<file path="src/rtl/video_pkg.sv">
// video_pkg: shared region codes, drain FSM states and FIFO entry layout for the video write scheduler
package video_pkg;

    localparam logic [3:0] REG_CFG     = 4'd0;
    localparam logic [3:0] REG_TEX     = 4'd1;
    localparam logic [3:0] REG_TILE    = 4'd2;
    localparam logic [3:0] REG_SPR     = 4'd3;
    localparam logic [3:0] IRQ_ACK_IDX = 4'hF;

    typedef enum logic [1:0] {
        S_IDLE,
        S_ACTIVE,
        S_DRAIN
    } drain_state_t;

    typedef struct packed {
        logic [1:0]  sel;
        logic [13:0] addr;
        logic [31:0] data;
    } wr_entry_t;

    function automatic logic is_mem_region(input logic [3:0] region);
        return region == REG_TEX || region == REG_TILE || region == REG_SPR;
    endfunction

endpackage

</file>
<file path="src/rtl/video_wr_scheduler_if.sv">
// video_wr_scheduler_if: CPU iomem bus (valid/ready handshake, strobes, address, write data)
//   master: CPU side, drives the request; slave: scheduler side, drives iomem_ready
interface video_wr_scheduler_if;

    logic        iomem_valid;
    logic        iomem_ready;
    logic [3:0]  iomem_wstrb;
    logic [31:0] iomem_addr;
    logic [31:0] iomem_wdata;

    modport master (
        output iomem_valid, iomem_wstrb, iomem_addr, iomem_wdata,
        input  iomem_ready
    );

    modport slave (
        input  iomem_valid, iomem_wstrb, iomem_addr, iomem_wdata,
        output iomem_ready
    );

endinterface

</file>
<file path="src/rtl/video_wr_fifo.sv">
// video_wr_fifo: synchronous FIFO holding queued video memory writes
//   clk/resetn  clock, async active-low reset (flushes pointers)
//   push/wdata  enqueue; ignored when full unless a pop happens in the same cycle
//   pop/rdata   dequeue; rdata shows the head entry combinationally
//   full/empty  status from the extra pointer MSB
module video_wr_fifo #(
    parameter int DEPTH = 4,
    parameter int WIDTH = 48
) (
    input  logic             clk,
    input  logic             resetn,
    input  logic             push,
    input  logic             pop,
    input  logic [WIDTH-1:0] wdata,
    output logic [WIDTH-1:0] rdata,
    output logic             full,
    output logic             empty
);

    localparam int AW = $clog2(DEPTH);

    logic [AW:0]      wp, rp;
    logic [WIDTH-1:0] mem [DEPTH];
    logic             do_push, do_pop;

    assign empty   = wp == rp;
    assign full    = (wp[AW] != rp[AW]) && (wp[AW-1:0] == rp[AW-1:0]);
    assign do_pop  = pop && !empty;
    // a pop in the same cycle frees the slot, so a full FIFO can still take a push
    assign do_push = push && (!full || do_pop);
    assign rdata   = mem[rp[AW-1:0]];

    always_ff @(posedge clk or negedge resetn) begin
        if (!resetn) begin
            wp <= '0;
            rp <= '0;
        end else begin
            wp <= wp + {{AW{1'b0}}, do_push};
            rp <= rp + {{AW{1'b0}}, do_pop};
        end
    end

    always_ff @(posedge clk) begin
        if (do_push) mem[wp[AW-1:0]] <= wdata;
    end

endmodule

</file>
<file path="src/rtl/video_wr_scheduler.sv">
// video_wr_scheduler: queues CPU writes to video memories and drains them only during blanking
//   clk, resetn           clock, async active-low reset
//   bus (slave)           iomem valid/ready/wstrb/addr/wdata from the CPU
//   video_active          high during the visible area; blocks memory writes
//   vga_vsync             vsync; its active edge raises vblank_irq and counts a frame
//   mem_wen/sel/waddr/wdata  registered write port into texture/tile/sprite memory
//   vblank_irq            sticky interrupt, cleared by a write to region 0 word 0xF
//   frame_cnt             frames since reset, wrapping
module video_wr_scheduler
    import video_pkg::*;
#(
    parameter int DEPTH     = 4,
    parameter bit VSYNC_POL = 1'b0
) (
    input  logic                  clk,
    input  logic                  resetn,
    video_wr_scheduler_if.slave   bus,
    input  logic                  video_active,
    input  logic                  vga_vsync,
    output logic                  mem_wen,
    output logic [1:0]            mem_sel,
    output logic [13:0]           mem_waddr,
    output logic [31:0]           mem_wdata,
    output logic                  vblank_irq,
    output logic [15:0]           frame_cnt
);

    logic [3:0]   region;
    logic         wr_req, claim, ack, push, pop, full, empty, vs_q, vs_edge;
    drain_state_t state;
    wr_entry_t    in_e, out_e;
    logic         unused_addr_bits;

    assign region  = bus.iomem_addr[23:20];
    assign wr_req  = bus.iomem_valid && |bus.iomem_wstrb;
    assign claim   = wr_req && is_mem_region(region);
    // iomem_ready is high in the cycle after an accept, which blocks a second accept while valid falls
    assign ack     = wr_req && region == REG_CFG && bus.iomem_addr[5:2] == IRQ_ACK_IDX && !bus.iomem_ready;
    // state follows the current inputs so a rising video_active stops pops in that same cycle
    assign state   = video_active ? S_ACTIVE : empty ? S_IDLE : S_DRAIN;
    assign pop     = state == S_DRAIN;
    assign push    = claim && !bus.iomem_ready && (!full || pop);
    assign vs_edge = (vga_vsync == VSYNC_POL) && (vs_q != VSYNC_POL);
    assign in_e    = '{sel: region[1:0], addr: bus.iomem_addr[15:2], data: bus.iomem_wdata};
    assign unused_addr_bits = ^{bus.iomem_addr[31:24], bus.iomem_addr[19:16], bus.iomem_addr[1:0]};

    video_wr_fifo #(
        .DEPTH (DEPTH),
        .WIDTH ($bits(wr_entry_t))
    ) u_fifo (
        .clk    (clk),
        .resetn (resetn),
        .push   (push),
        .pop    (pop),
        .wdata  (in_e),
        .rdata  (out_e),
        .full   (full),
        .empty  (empty)
    );

    always_ff @(posedge clk or negedge resetn) begin
        if (!resetn) begin
            bus.iomem_ready <= 1'b0;
            mem_wen         <= 1'b0;
            mem_sel         <= '0;
            mem_waddr       <= '0;
            mem_wdata       <= '0;
            vblank_irq      <= 1'b0;
            frame_cnt       <= '0;
            // starting at the active level means a vsync already active at release is not an edge
            vs_q            <= VSYNC_POL;
        end else begin
            bus.iomem_ready <= push || ack;
            mem_wen         <= pop;
            if (pop) begin
                mem_sel   <= out_e.sel;
                mem_waddr <= out_e.addr;
                mem_wdata <= out_e.data;
            end
            vs_q       <= vga_vsync;
            vblank_irq <= vs_edge || (vblank_irq && !ack);
            frame_cnt  <= frame_cnt + {15'd0, vs_edge};
        end
    end

endmodule

</file>
<file path="src/flat_wrapper.sv">
// flat-port wrapper written by rule: the top's interface ports become plain ports
module video_wr_scheduler_flat import video_pkg::*;
#(
    parameter int DEPTH     = 4,
    parameter bit VSYNC_POL = 1'b0
)
  (clk, resetn, video_active, vga_vsync, mem_wen, mem_sel, mem_waddr, mem_wdata, vblank_irq, frame_cnt, bus_iomem_valid, bus_iomem_wstrb, bus_iomem_addr, bus_iomem_wdata, bus_iomem_ready);
  video_wr_scheduler_if bus_i ();
  input  logic clk;
  input  logic resetn;
  input  logic video_active;
  input  logic vga_vsync;
  output logic mem_wen;
  output logic [1:0] mem_sel;
  output logic [13:0] mem_waddr;
  output logic [31:0] mem_wdata;
  output logic vblank_irq;
  output logic [15:0] frame_cnt;
  input wire logic [$bits(bus_i.iomem_valid)-1:0] bus_iomem_valid;
  input wire logic [$bits(bus_i.iomem_wstrb)-1:0] bus_iomem_wstrb;
  input wire logic [$bits(bus_i.iomem_addr)-1:0] bus_iomem_addr;
  input wire logic [$bits(bus_i.iomem_wdata)-1:0] bus_iomem_wdata;
  output wire logic [$bits(bus_i.iomem_ready)-1:0] bus_iomem_ready;
  assign bus_i.iomem_valid = bus_iomem_valid;
  assign bus_i.iomem_wstrb = bus_iomem_wstrb;
  assign bus_i.iomem_addr = bus_iomem_addr;
  assign bus_i.iomem_wdata = bus_iomem_wdata;
  assign bus_iomem_ready = bus_i.iomem_ready;
  video_wr_scheduler #(.DEPTH(DEPTH), .VSYNC_POL(VSYNC_POL)) u_core (.clk(clk), .resetn(resetn), .bus(bus_i), .video_active(video_active), .vga_vsync(vga_vsync), .mem_wen(mem_wen), .mem_sel(mem_sel), .mem_waddr(mem_waddr), .mem_wdata(mem_wdata), .vblank_irq(vblank_irq), .frame_cnt(frame_cnt));
endmodule
</file>
<file path="config.mk">
export PLATFORM = sky130hd
export DESIGN_NAME = video_wr_scheduler_flat
export DESIGN_NICKNAME = d
export VERILOG_FILES = /design/src/rtl/video_pkg.sv /design/src/rtl/video_wr_scheduler_if.sv /design/src/rtl/video_wr_fifo.sv /design/src/rtl/video_wr_scheduler.sv /design/src/flat_wrapper.sv
export SDC_FILE = /design/constraint.sdc
export NUM_CORES = 1
export LEC_CHECK = 0
export ABC_AREA = 1
export BUFFER_PORTS_ARGS = -buffer_cell sky130_fd_sc_hd__buf_4
export CAP_MARGIN = 30
export CORE_UTILIZATION = 43
export CTS_CLUSTER_DIAMETER = 200
export DETAILED_ROUTE_END_ITERATION = 10
export SYNTH_ARGS = -nofsm -noshare
export SYNTH_HDL_FRONTEND = slang
export SYNTH_SLANG_ARGS = --single-unit
</file>
<file path="constraint.sdc">
create_clock -name clk -period 11.1 [get_ports clk]
set_clock_uncertainty 0.15 [all_clocks]
set_input_delay 2.22 -clock clk [delete_from_list [all_inputs] [get_ports clk]]
set_output_delay 2.22 -clock clk [all_outputs]
set_load 0.1 [all_outputs]
</file>
==> results.toml, run 1 <==
[outcome]
status = "finished clean"

[global_route]
antenna_found_initial = 0
grt_use_met3_pct = 3.860
busiest_layer = "met2"
gr-usage-met1_pct = 24.35
grt_pass1_vias = 7314
grt-ovfl-total = 0
grt_pass1_wl_mm = 39.13
met2_usage_pct = 32.72
grt_max_degree = 55
grt_usage_pct = 18.90

[critical_path]
worstReg2RegEnd = "u_core.u_fifo.mem[0][5]"
worstReg2RegStart = "u_core.u_fifo.rp[1]"
path_cells = "buf_4, inv_2, buf_4, nor2_1, nand2_1, nand2_1, nor2_4, buf_4"
rrSetupSlack_ps = 7810
cp.buffers_inverters = 4
cp_top_family = "simple AND/OR/NAND/NOR gates"
r2r_cells = 8
worst_ep_required_time_ps = 11130
cpMostUsedCell = "buf_4"
crit_fanout = 50
critPathArrivalTime_ps = 4700
critPathCaptureType = "register"
critical-path-slowest-cell = "nor2_4"
cp_slowest_stage_delay_ps = 750
critPathKind = "primary input to register"
path_depth = 8
cp-start-kind = "primary input"

[route]
ant_nets = 0
drc = 0
first_iter_violations = 491
first_pass_iters = 5
vias_per_cell = 4.692
num_vias = 7507
drt-total-wl_mm = 24.45
wl_per_cell_um = 15.28

[synthesis]
yosys.cell_types.count = 23
syn_inst = 1127
netlist.area_leader.share_pct = 51.38
yosys.area.top_type = "edfxtp_1"
syn_area_um2 = 11220
seq_area_frac_synth_pct = 67.88
ys_seq_elements = 266
ys_top_cells_by_area = "edfxtp_1 (51%), dfrtp_1 (17%), nand2_1 (13%)"
ys_warn_count = 0
syn-num-nets = 1206
syn_area_per_cell_um2 = 9.957

[cts]
cts_max_path_buffers = 3
clock-sinks = 266
cts_tree = "built"
cts_resized = 0
clockRootBuffer = "clkbuf_16"
htree_levels = 1
clkTransAtPathRegs_ps = 60
cts_buffers = 28
clk-insertion-delay-late_ps = 540
cts_hold_buffers = 0
post_cts_buffers = 0

[placed_design]
place_inst = 1548
dp_hpwl_mm = 14.18
place_congestion = 0.7863
portBuffers = 125

[floorplanning]
dieWidth_um = 163.5
coreArea_um2 = 25400
die_area_um2 = 26750
start_util_pct = 44.18
die-height_um = 163.5
rows = 58
io_pins = 140

[min_path]
hold_path.startpoint = "u_core.mem_wdata[28]"
worstHoldPathType = "register to register"
hold_end = "u_core.mem_wdata[28]"
hold_depth = 2

[layout]
final_common_cell = "nand2_1"
n_antenna_cell = 0
areaGrowthSynthToFinish_pct = 20.17
fin_nets = 1327
final_cells = 1600
final_cell_mix = "nand2_1 (390), inv_1 (216), edfxtp_1 (192)"
drive_gt1_share_pct = 15.35
nFillCells = 2259

[power]
leakage_nw = 6.472
ir_drop_mv = 0.2226
power_density_nw_per_um2 = 290.3

[flow_run]
maxCapViolCount = 0

[sta]
hold_viol = 0
drv_slew = 0
timing.final.crit_share_pct = 42.01
tightest_slew_ps = 850.6
tns_ps = 0
fmax_mhz = 214.5
slew_headroom_pct = 43.16
min_period_ps = 4663
rsz0062_at_grt = "no"
setup_viol = 0
[through the flow]
stage          instance area (um^2)  util [%]  power, mW  hold slack, ps  setup WS, ps
5_1_grt                       13490     53.09      4.116           343.2          6219
3_3_place_gp                  12450     49.00      2.949           306.7          5827
2_1_floorplan                 11220         -      2.579           309.9          5854
3_5_place_dp                  12520     49.30      2.990           309.9          5829
4_1_cts                       13490     53.09      3.955           325.3          6395
6_report                      13490     53.09      3.915           319.7          6437
[tightest hold or removal path, stage by stage (launching register included)]
cell and delay [ps]:
dfrtp_1 340, nand2_1 50, nand2_1 40
[logic make-up (layout without fill, tap and decap cells)]
family	count (synthesis)	count (layout)	synth area share [%]
simple gates	576	576	21.14
xor+xnor	8	8	0.6244
buf+inv	266	409	9.466
fa+ha+maj	6	6	0.6690
compound gates	5	5	0.2230
flops	266	266	67.88
[area by class of cell]
class	count	area [um^2]	area share, %
Multi-Input combinational cell	595	2572	19.08
Sequential cell	266	7622	56.52
Inverter	219	824.5	6.114
Timing Repair Buffer	138	1089	8.072
Clock inverter	14	145.1	1.076
Clock buffer	38	819.5	6.077
Tap cell	330	412.9	3.062
[where the power goes]
part	switching [mW]	internal, mW
logic	1.29	0.369
registers	0.0807	1.21
clock network	0.379	0.584
total	1.75	2.16
[routing by layer]
| layer | share of wire [%] | up-vias | wire, um |
|---|---|---|---|
| met5 | 0 | - | 0 |
| met1 | 43 | 3530 | 10590 |
| met4 | 1.6 | 0 | 401 |
| li1 | - | 3770 | - |
| met2 | 49 | 171 | 11910 |
| met3 | 6.3 | 36 | 1546 |
[worst max path at each step]
stage | end | slack, ps | startpoint
after floorplan | u_core.u_fifo.mem[0][0] | 5850 | bus_iomem_addr[23]
after global placement | u_core.u_fifo.mem[0][12] | 5830 | video_active
after detailed placement | u_core.u_fifo.mem[0][12] | 5830 | video_active
after CTS | u_core.u_fifo.mem[0][32] | 6400 | video_active
after global routing | u_core.u_fifo.mem[0][3] | 6220 | video_active
final | u_core.u_fifo.mem[0][5] | 6440 | video_active
[flip-flops by register name, indices dropped and copies added, names as in the netlist]
register	count
u_core.u_fifo.rp	3
u_core.frame_cnt	16
u_core.mem_wen	1
u_core.vblank_irq	1
u_core.u_fifo.mem	192
u_core.vs_q	1
u_core.u_fifo.wp	3
u_core.bus.iomem_ready	1
u_core.mem_sel	2
u_core.mem_wdata	32
u_core.mem_waddr	14
[cell usage after synthesis]
master	count
nand2_1	390
inv_1	217
edfxtp_1	192
nand3_1	151
dfrtp_1	74
nor2_1	28
buf_2	19
clkbuf_1	16
xor2_1	7
ha_1	6
buf_1	5
buf_4	4
buf_6	3
nand4_1	3
o21ai_0	3
a21oi_1	2
inv_2	1
inv_4	1
nand2_2	1
nand3_2	1
nand3b_1	1
nor3_1	1
xnor2_1	1
(Power assumes the default switching activity.)
==> inputs of run 2 (changes only) <==
clock period = 3.8 ns   (was 11.1 ns; I/O delays follow)
==> run 2 against run 1 <==
  * Cell area is 0.32% higher
  * Sequential share of layout area is 0.18 points lower
  * Combinational power grew to 2.8 times the previous value
  * Global-route usage is 0.42 points lower
  * Hold slack worse by 190 ps
  * Worst setup slack worse by 5500 ps
  * Final cell count is 0.56% higher
  * Utilization is 0.17 points higher
  * Power grew to 2.9 times the previous value
  * First-iteration DRC count is 1.2% lower
  * Non-clock buffer count is 6 higher
  * Register-to-register slack worse by 6800 ps
  * Critical path type is now register to register
  * Critical endpoint is now u_core.mem_sel[0]
==> results.toml, run 2 (synthesis gave the netlist of run 1 again) <==
[power]
switching_share_pct = 44.71
ir_drop_mv = 0.6108
leakage_nw = 6.492
power_frac_seq_pct = 33.7
internal_power_mw = 6.341
power_frac_clock_pct = 25.1
power_density_nw_per_um2 = 847.7
power_switching_mw = 5.127
power_frac_comb_pct = 41.2

[cts]
cts_resized = 0
cts_tree = "built"
cts_max_path_buffers = 3
clkTransAtPathRegs_ps = 60
cts_hold_buffers = 0
cts_buffers = 29
post_cts_buffers = 0
clk-insertion-delay-late_ps = 550
clock-sinks = 266
htree_levels = 1
clockRootBuffer = "clkbuf_16"

[route]
drc = 0
wl_per_cell_um = 15.04
first_pass_iters = 5
ant_nets = 0
vias_per_cell = 4.686
num_vias = 7540
drt-total-wl_mm = 24.20
first_iter_violations = 485

[placed_design]
pre_cts_ws_ps = 908.5
place_inst = 1554
portBuffers = 125
dp_hpwl_mm = 14.04
place_congestion = 0.8105

[critical_path]
cpMostUsedCell = "nand2_1"
worst_ep_required_time_ps = 4130
cp_slowest_stage_delay_ps = 590
cp.buffers_inverters = 4
path_cells = "inv_2, buf_4, nand2_1, nand2_1, nand3_2, buf_4, nand2_2, buf_4, nand2_1, nand2_1"
cp-start-kind = "register"
critPathKind = "register to register"
critPathArrivalTime_ps = 3160
crit_fanout = 49
critical-path-slowest-cell = "dfrtp_2"
cp_top_family = "buffers and inverters"
critPathCaptureType = "register"

[sta]
fmax_mhz = 353.6
hold_viol = 0
rsz0062_at_grt = "no"
setup_viol = 0
timing.final.crit_share_pct = 74.43
drv_slew = 0
slew_headroom_pct = 44.41
setup_slack_ps = 971.6
min_period_ps = 2828
tightest_slew_ps = 833.8

[layout]
nFillCells = 2252
areaGrowthSynthToFinish_pct = 20.56
largest_reg_flops = 192
final_cell_mix = "nand2_1 (390), inv_1 (216), edfxtp_1 (192)"
drive_gt1_share_pct = 15.88
final_cells = 1609
final_common_cell = "nand2_1"
fin_nets = 1334

[global_route]
grt_usage_pct = 18.48
grt_pass1_vias = 7092
antenna_found_initial = 0
grt_max_degree = 74
grt-ovfl-total = 0
grt_pass1_wl_mm = 37.89

[floorplanning]
die_area_um2 = 26750
start_util_pct = 44.18
io_pins = 140
dieWidth_um = 163.5
coreArea_um2 = 25400
rows = 58
die-height_um = 163.5

[outcome]
status = "finished clean"

[min_path]
worstHoldPathType = "primary input to asynchronous set/reset pin"

[flow_run]
maxCapViolCount = 0
run 2: changes by cell type in the layout (fill, tap and decap cells not counted), sizes merged:
cell      delta
inv          +2
clkinvlp     +3
clkinv       -1
buf          +6
clkbuf       -3
bufinv       +1
diode        +1
run 2: path summary, 6_finish.rpt:
kind	from	to	slack (ps)	depth (start not counted)
worst max-delay path	u_core.u_fifo.rp[1]	u_core.mem_sel[0]	970	10
worst min-delay path	resetn	u_core.mem_wdata[29]	130	1
worst max register to register	u_core.u_fifo.rp[1]	u_core.mem_sel[0]	970	10
worst min register to register	u_core.mem_waddr[13]	u_core.mem_waddr[13]	320	2
max in group asynchronous	resetn	u_core.mem_wdata[20]	2670	2
min in group clk	vga_vsync	u_core.vs_q	190	1
run 2: cell type report:
type | count | area (um^2) | share of cell area, %
antenna | 1 | 2.502 | 0.01850
clock inverter | 19 | 205.2 | 1.517
timing repair buffer | 144 | 1101 | 8.138
sequential | 266 | 7622 | 56.34
clock buffer | 35 | 788.3 | 5.826
tap | 330 | 412.9 | 3.052
inverter | 219 | 824.5 | 6.095
multi-input combinational | 595 | 2572 | 19.01
run 2: metrics by stage:
stage               cell area [um^2]  TNS [ps]  utilization (%)  hold slack [ps]  total power, mW
floorplan                      11220    -17550                -            309.9            7.533
global placement               12510         0            49.24            308.2            8.622
detailed placement             12530         0            49.34            311.1            8.705
CTS                            13530         0            53.26            144.8            11.58
global route                   13530         0            53.26            164.3            12.05
finish                         13530         0            53.27            130.1            11.47
run 2: power groups by stage:
stage / clock [mW] / sequential, mW / combinational [mW]
5_1_grt: 3.04 / 3.91 / 5.10
6_report: 2.88 / 3.86 / 4.73
3_5_place_dp: 0 / 3.92 / 4.78
2_1_floorplan: 0 / 5.88 / 1.65
4_1_cts: 2.93 / 3.87 / 4.79
3_3_place_gp: 0 / 3.92 / 4.71
run 2: per-layer routing:
| layer | wire length, um | global-route usage [%] | up-vias |
|---|---|---|---|
| met2 | 11740 | 32.07 | 169 |
| met5 | 0 | 0 | - |
| li1 | - | - | 3777 |
| met3 | 1756 | 4.495 | 35 |
| met1 | 10250 | 22.91 | 3559 |
| met4 | 450 | 5.051 | 0 |
